<file path="config.mk">
export PLATFORM = sky130hd
export DESIGN_NAME = truth_table_sequencer
export DESIGN_NICKNAME = d
export VERILOG_FILES = /design/src/rtl/truth_table_sequencer_pkg.sv /design/src/rtl/boolean_fn_bank.sv /design/src/rtl/truth_table_sequencer.sv
export SDC_FILE = /design/constraint.sdc
export NUM_CORES = 1
export LEC_CHECK = 0
export ABC_AREA = 0
export CELL_PAD_IN_SITES_DETAIL_PLACEMENT = 2
export CELL_PAD_IN_SITES_GLOBAL_PLACEMENT = 2
export CORE_MARGIN = 2
export CORE_UTILIZATION = 36
export DETAILED_ROUTE_END_ITERATION = 7
export HOLD_SLACK_MARGIN = 0.02
export PLACE_DENSITY = 0.94
export SETUP_SLACK_MARGIN = 0.3
export SYNTH_ARGS = -nofsm -noshare
export SYNTH_HDL_FRONTEND = slang
export SYNTH_SLANG_ARGS = --single-unit
</file>
<file path="constraint.sdc">
create_clock -name clk -period 3.3 [get_ports clk]
set_input_delay 0.66 -clock clk [delete_from_list [all_inputs] [get_ports clk]]
set_output_delay 0.66 -clock clk [all_outputs]
set_load 0.01 [all_outputs]
</file>
<file path="src/rtl/truth_table_sequencer_pkg.sv">
// Shared constants for the truth-table sequencer: function selects, FSM states, golden tables.
package truth_table_pkg;

    localparam int unsigned NUM_FN = 6;
    localparam int unsigned NVARS  = 3;
    localparam int unsigned TBL_W  = 1 << NVARS;

    localparam logic [2:0] FN_EX = 3'd0;
    localparam logic [2:0] FN_A  = 3'd1;
    localparam logic [2:0] FN_B  = 3'd2;
    localparam logic [2:0] FN_C  = 3'd3;
    localparam logic [2:0] FN_D  = 3'd4;
    localparam logic [2:0] FN_E  = 3'd5;

    typedef enum logic [1:0] {
        ST_IDLE,
        ST_SWEEP,
        ST_DONE
    } state_t;

    localparam logic [TBL_W-1:0] GOLD_EX = 8'h1F;
    localparam logic [TBL_W-1:0] GOLD_A  = 8'h20;
    localparam logic [TBL_W-1:0] GOLD_B  = 8'h04;
    localparam logic [TBL_W-1:0] GOLD_C  = 8'h8A;
    localparam logic [TBL_W-1:0] GOLD_D  = 8'h2A;
    localparam logic [TBL_W-1:0] GOLD_E  = 8'hCE;

endpackage

</file>
<file path="src/rtl/boolean_fn_bank.sv">
// Combinational bank of the six 3-input boolean functions; illegal selects yield 0.
module boolean_fn_bank
    import truth_table_pkg::*;
(
    input  logic       x,
    input  logic       y,
    input  logic       z,
    input  logic [2:0] sel,
    output logic       f
);

    always_comb begin
        f = 1'b0;
        case (sel)
            FN_EX:   f = ~x | (~y & ~z);
            FN_A:    f = x & ~(y | ~z);
            FN_B:    f = ~(x | ~y) & ~z;
            FN_C:    f = ~(x & ~y) & z;
            FN_D:    f = ~(x & y) & z;
            FN_E:    f = (~x | y) & (y | z);
            default: f = 1'b0;
        endcase
    end

endmodule

</file>
<file path="src/rtl/truth_table_sequencer.sv">
// Handshaked engine that sweeps all 8 minterms through the selected function and
// captures/compares the resulting truth table.
module truth_table_sequencer
    import truth_table_pkg::*;
(
    input  logic             clk,
    input  logic             rst_n,
    input  logic             start,
    input  logic [2:0]       fn_sel,
    input  logic             check_en,
    input  logic [TBL_W-1:0] expected,
    output logic             busy,
    output logic             done,
    output logic             x,
    output logic             y,
    output logic             z,
    output logic [TBL_W-1:0] table_out,
    output logic             mismatch,
    output logic [TBL_W-1:0] mismatch_mask,
    output logic             sel_err
);

    state_t             state;
    logic [NVARS-1:0]   idx;
    logic [2:0]         fn_q;
    logic               chk_q;
    logic [TBL_W-1:0]   exp_q;
    logic [TBL_W-1:0]   shadow;
    logic               fn_out;
    logic               sel_legal_c;
    logic [TBL_W-1:0]   tbl_c;
    logic [TBL_W-1:0]   mask_c;

    // Minterm drive comes straight from the index flops; idx is 0 outside SWEEP.
    assign {x, y, z} = idx;

    boolean_fn_bank u_bank (
        .x   (x),
        .y   (y),
        .z   (z),
        .sel (fn_q),
        .f   (fn_out)
    );

    // Table as it stands after the current capture edge; complete when idx is 7.
    always_comb begin
        sel_legal_c = 32'(fn_sel) < NUM_FN;
        tbl_c       = shadow;
        tbl_c[idx]  = fn_out;
        mask_c      = chk_q ? (tbl_c ^ exp_q) : '0;
    end

    // Result registers are loaded on the edge that enters DONE so they are valid with done.
    always_ff @(posedge clk or negedge rst_n) begin
        if (!rst_n) begin
            state         <= ST_IDLE;
            idx           <= '0;
            fn_q          <= '0;
            chk_q         <= 1'b0;
            exp_q         <= '0;
            shadow        <= '0;
            busy          <= 1'b0;
            done          <= 1'b0;
            table_out     <= '0;
            mismatch      <= 1'b0;
            mismatch_mask <= '0;
            sel_err       <= 1'b0;
        end else begin
            done <= 1'b0;
            case (state)
                ST_IDLE: begin
                    idx  <= '0;
                    busy <= 1'b0;
                    if (start) begin
                        fn_q  <= fn_sel;
                        chk_q <= check_en;
                        exp_q <= expected;
                        busy  <= 1'b1;
                        if (sel_legal_c) begin
                            state   <= ST_SWEEP;
                            sel_err <= 1'b0;
                        end else begin
                            state         <= ST_DONE;
                            done          <= 1'b1;
                            sel_err       <= 1'b1;
                            table_out     <= '0;
                            mismatch      <= check_en & (|expected);
                            mismatch_mask <= check_en ? expected : '0;
                        end
                    end
                end
                ST_SWEEP: begin
                    shadow[idx] <= fn_out;
                    idx         <= idx + NVARS'(1);
                    if (idx == NVARS'(TBL_W - 1)) begin
                        state         <= ST_DONE;
                        done          <= 1'b1;
                        table_out     <= tbl_c;
                        mismatch      <= |mask_c;
                        mismatch_mask <= mask_c;
                    end
                end
                ST_DONE: begin
                    state <= ST_IDLE;
                    busy  <= 1'b0;
                    idx   <= '0;
                end
                default: begin
                    state <= ST_IDLE;
                    busy  <= 1'b0;
                    idx   <= '0;
                end
            endcase
        end
    end

endmodule

</file>
Word level (Yosys, flattened, before mapping)
Cells that the tools add are included.
Widths: inputs -> output; s select.
{"block": "word_totals", "out_inout_bits": 23, "inputBits": 15, "register_bits": 45, "elab_cells": 86}
{"block": "classes", "n_lt_le_gt_ge": 3, "reduce_logical": 9, "mux": 29, "bitwise": 22, "eq_ne": 10, "add_sub_neg": 1}
{"op": "$mux 8", "count": 8}
{"op": "$pmux 8 s2", "count": 2}
{"op": "$reduce_or 8->1", "count": 2}
{"op": "$and 1x1->1", "count": 9}
{"op": "$eq 3x3->1 const B", "count": 3}
{"op": "$bwmux 8", "count": 1}
{"op": "$mux 1", "count": 8}
{"op": "$xor 8x8->8", "count": 1}
{"op": "$not 1->1", "count": 7}
{"op": "$eq 3x2->1 const B", "count": 2}
{"op": "$mux 2", "count": 3}
{"op": "$ne 2x2->1 const B", "count": 3}
{"op": "$pmux 1 s2", "count": 3}
{"op": "$pmux 1 s6", "count": 1}
{"op": "$or 1x1->1", "count": 5}
{"op": "$lt 3x4->1 const B", "count": 1}
{"op": "$pmux 2 s2", "count": 1}
{"op": "$reduce_and 2->1", "count": 2}
{"op": "$reduce_and 4->1", "count": 1}
{"op": "$add 3x1->3 const B", "count": 1}
{"op": "$demux 1 s3", "count": 1}
{"op": "$eq 3x1->1 const B", "count": 1}
{"op": "$ge 3x1->1 const B", "count": 1}
{"op": "$logic_not 3->1", "count": 1}
{"op": "other kinds (6)", "count": 6}

Depth between registers and ports, before layout
{"block": "depth", "ltp_word": 11, "mapped_depth": 11, "ltp_nobuf": 9}

By module
Synthesis repeated with hierarchy kept, for this count alone.
{"block": "unflattened", "hier_cells": 202, "hier_area_um2": 2208.4}
{"mod": "truth_table_sequencer", "area_per_inst_um2": 2130.8, "cells_each": 190, "n_inst": 1}
{"mod": "boolean_fn_bank", "area_per_inst_um2": 77.6, "cells_each": 12, "n_inst": 1}

Worst setup path after synthesis
OpenSTA, ideal clock, no wires.
{"block": "synth_path", "kind": "register -> register", "start": "reg idx[0]", "end": "reg mismatch", "period_less_slack_ps": 2340, "path_stages_with_launch": 11, "setup_time_ps": 133, "path_buffers": 1, "t_arrival_ps": 2207, "path_slack_ps": 960, "path_cell_list": "dfrtp_1 -> buf_2 -> inv_1 -> ha_1 -> nor2b_1 -> o21ai_1 -> a22oi_4 -> a31oi_1 -> xor2_1 -> o41ai_1 -> a31oi_1"}
{"block": "synth_between", "elab_chain_cells": 11, "word_cells_on_any_way": 26}
{"element": "from (decl)", "line": "truth_table_sequencer.sv:24", "rtl": "logic [NVARS-1:0] idx;"}
{"element": "from (signal assigned)", "line": "truth_table_sequencer.sv:94", "rtl": "idx <= idx + NVARS'(1);"}
{"element": "parallel branches: the longest is 11 deep, another holds $lt 3x4->1"}
{"element": "to (signal assigned)", "line": "truth_table_sequencer.sv:87", "rtl": "mismatch <= check_en & (|expected);"}
{"element": "to (signal assigned)", "line": "truth_table_sequencer.sv:99", "rtl": "mismatch <= |mask_c;"}
{"element": "to (decl)", "line": "truth_table_sequencer.sv:18", "rtl": "output logic mismatch,"}
Several ways; the timed one is not identified. The select of a mux whose other input is x is not followed.
A chain may end at the register's enable or synchronous reset.

Worst setup path in the final report
{"block": "layout_path", "start": "reg idx[1]", "end": "reg mismatch"}
{"block": "layout_between", "elab_chain_cells": 11, "word_cells_on_any_way": 33}
{"element": "parallel branches: the longest is 11 deep, another holds $lt 3x4->1"}
Several ways; the timed one is not identified. The select of a mux whose other input is x is not followed.

==> results_dict.tcl <==
set metrics [dict create \
    portBuffers 37 \
    drv_cap 0 \
    drt_wl_total_mm 6.91 \
    synth_edf_count 0 \
    antenna_cells 0 \
    dp.cells 333 \
    fin_skew_ps 3.47 \
    ir_worst_vdd_v 0.000415 \
    ys_seq_elements 45 \
    antenna_found_initial 0 \
    ys_dominant_reg_cell "dfrtp_1" \
    fp.dieW_um 83.8 \
    critPathKind "flip-flop to flip-flop" \
    power_leakage_nw 1.15 \
    synth_cells 231 \
    fin_nets 282 \
    cts_root_buffer "clkbuf_8" \
    nFillCells 679 \
    num_vias 1877 \
    outcome "completed" \
    drive_gt1_share_pct 10.2 \
    final_cells 341 \
    start_util_pct 36.7 \
    grt_usage_pct 21.1 \
    remaining_drc_errors 0 \
    syn_area_per_cell_um2 9.92 \
    clk-insertion-delay-late_ps 300 \
    place_area_um2 2710 \
    syn_to_final_growth_pct 21.8 \
    yosys_warnings 0 \
    wire_per_inst_um 20.3 \
    syn_area_um2 2290 \
    cts_setup_buffers 0 \
    cts_tree "done" \
    fin_crit_sh_pct 84.3 \
    worstHoldPathType "flip-flop to flip-flop" \
    place.gp.congestion 0.788 \
    grt_pass1_vias 2068 \
    worstMarginPinSlew_ps 1020 \
    clkTransAtPathRegs_ps 90 \
    worstPathArrival_ps 2950 \
    async_reset_ff_share_pct 100 \
    drt-pass1-iter-count 4 \
    hold_ws_ps 490 \
    drtIter0Drc 82 \
    cts_inserted_buffers 5 \
    synth_most_common_cell "dfrtp_1" \
    fin_setup_tns_ps 0 \
    start_kind "flip-flop" \
    htree_levels 2 \
    ys_types 43 \
    seqCellArea_um2 1130 \
    yosys-top-cells-count "dfrtp_1, nand2_1, o21ai_0" \
    end_kind "flip-flop" \
    syn_nets 250 \
    critPathRequiredTime_ps 3470 \
    power_mw 2.83 \
    io_pins 38 \
    crit_fanout 10 \
    finalMaxSlewViolations 0 \
    power_density_nw_per_um2 1010 \
    fin_area_um2 2790 \
    grt_max_degree 46 \
    avgViaCountPerCell 5.50 \
    min_period_ps 2780 \
    die_area_um2 7020 \
    relSlewSlack_pct 32.1 \
    die_h_um 83.8 \
    grt_setup_unrepaired "no" \
    dp_hpwl_mm 4.79 \
    grt_pass1_wl_mm 11.6 \
    synth_top_cells_by_area "dfrtp_1, o21ai_0, nand2_1, mux2_2, a31oi_1" \
    setup_viol 0 \
    hold_viol 0 \
    drtAntennaViolNets 0 \
    fmax_ghz 0.359 \
    netlist.area_leader.share_pct 49.1 \
    synth_area_leader_cell "dfrtp_1" \
    multi_input_area_um2 1060 \
    std_cell_rows 29 \
    grt.overflow.total 0 \
    ys_seq_area_share_pct 49.1 \
    clock_path_buffers 2 \
    cts.sinks 45 \
    coreArea_um2 6240 \
]
[layout by cell type (no fill, tap or decap), types with 2 or more instances in the layout]
master / netlist / routed
o211ai_1: 2 / 2
nand3_1: 7 / 7
clkbuf_8: 1 / 5
buf_4: 1 / 3
a21o_1: 3 / 3
a31oi_1: 14 / 14
mux2_2: 8 / 8
dfrtp_1: 45 / 44
nor3_1: 3 / 3
a21oi_1: 9 / 9
xor2_1: 7 / 7
nand2_1: 26 / 26
a32oi_1: 4 / 4
inv_1: 8 / 8
nor2b_1: 4 / 4
o21a_1: 3 / 3
clkinv_2: 0 / 2
xnor2_1: 4 / 4
a22o_1: 3 / 3
o21ai_1: 2 / 2
and2_1: 4 / 4
o21ai_0: 21 / 21
nor2_1: 15 / 15
clkdlybuf4s50_1: 0 / 36
or4_1: 2 / 2
ha_1: 4 / 4
o41ai_1: 2 / 2
[per-stage QoR]
stage          setup slack (ps)  util [%]
2_1_floorplan               960         -
3_3_place_gp                656      43.4
3_5_place_dp                528      43.4
4_1_cts                     502      44.7
5_1_grt                     355      44.7
6_report                    518      44.7
[critical path: stages (launching register included)]
cell     delay [ps]
dfrtp_1         560
inv_1           170
ha_1            290
nor2b_1         130
o21ai_1         120
a22oi_4         390
a31oi_1         220
xor2_1          210
o41ai_1         410
a31oi_1         150
[final timing paths]
| path | from | to | slack [ps] | depth (start not counted) |
|---|---|---|---|---|
| worst max-delay path | idx[1] | mismatch | 520 | 9 |
| worst min-delay path | mismatch_mask[7] | mismatch_mask[7] | 490 | 2 |
| worst max register to register | idx[1] | mismatch | 520 | 9 |
| worst min register to register | mismatch_mask[7] | mismatch_mask[7] | 490 | 2 |
| max in group asynchronous | rst_n | idx[0] | 2070 | 1 |
| min in group asynchronous | rst_n | idx[2] | 510 | 1 |
[sequential cells by signal (all words and copies together), names as in the netlist]
signal / count
table_out: 8
sel_err: 1
idx: 3
mismatch_mask: 8
shadow: 8
done: 1
fn_q: 3
mismatch: 1
busy: 1
state: 2
exp_q: 8
chk_q: 1
[final cells by class]
class / count / share of cell area [%]
Multi-Input combinational cell: 162 / 38.1
Clock inverter: 2 / 0.358
Timing Repair Buffer: 40 / 13.9
Clock buffer: 6 / 2.60
Inverter: 9 / 1.21
Tap cell: 77 / 3.45
Sequential cell: 45 / 40.4
[cells by family after synthesis]
| family | synth area share (%) |
|---|---|
| compound gates | 21.5 |
| simple gates | 14.5 |
| fa+ha+maj | 2.18 |
| buf+inv | 4.64 |
| mux | 3.93 |
| xor+xnor | 4.20 |
| flops | 49.1 |
[where the power goes]
group / internal [mW] / switching, mW / total [mW]
logic: 0.642 / 0.811 / 1.45
clock network: 0.147 / 0.190 / 0.337
registers: 0.799 / 0.243 / 1.04
total: 1.59 / 1.24 / 2.83
[timing repair]
item | CTS | global route
setup endpoints to repair | 0 | 1
endpoints found under the hold margin | 0 | 0
hold buffers | 0 | 0
resized for setup | 0 | 1
[metal layers]
metal  part of all wire, %  track usage, %  wire length, µm
met3                   3.3            4.65              226
met2                    49            33.2             3370
met5                     0               0                0
met4                   2.3            8.06              158
met1                    46            28.6             3150
No activity file was read; power rests on OpenSTA's default activity.
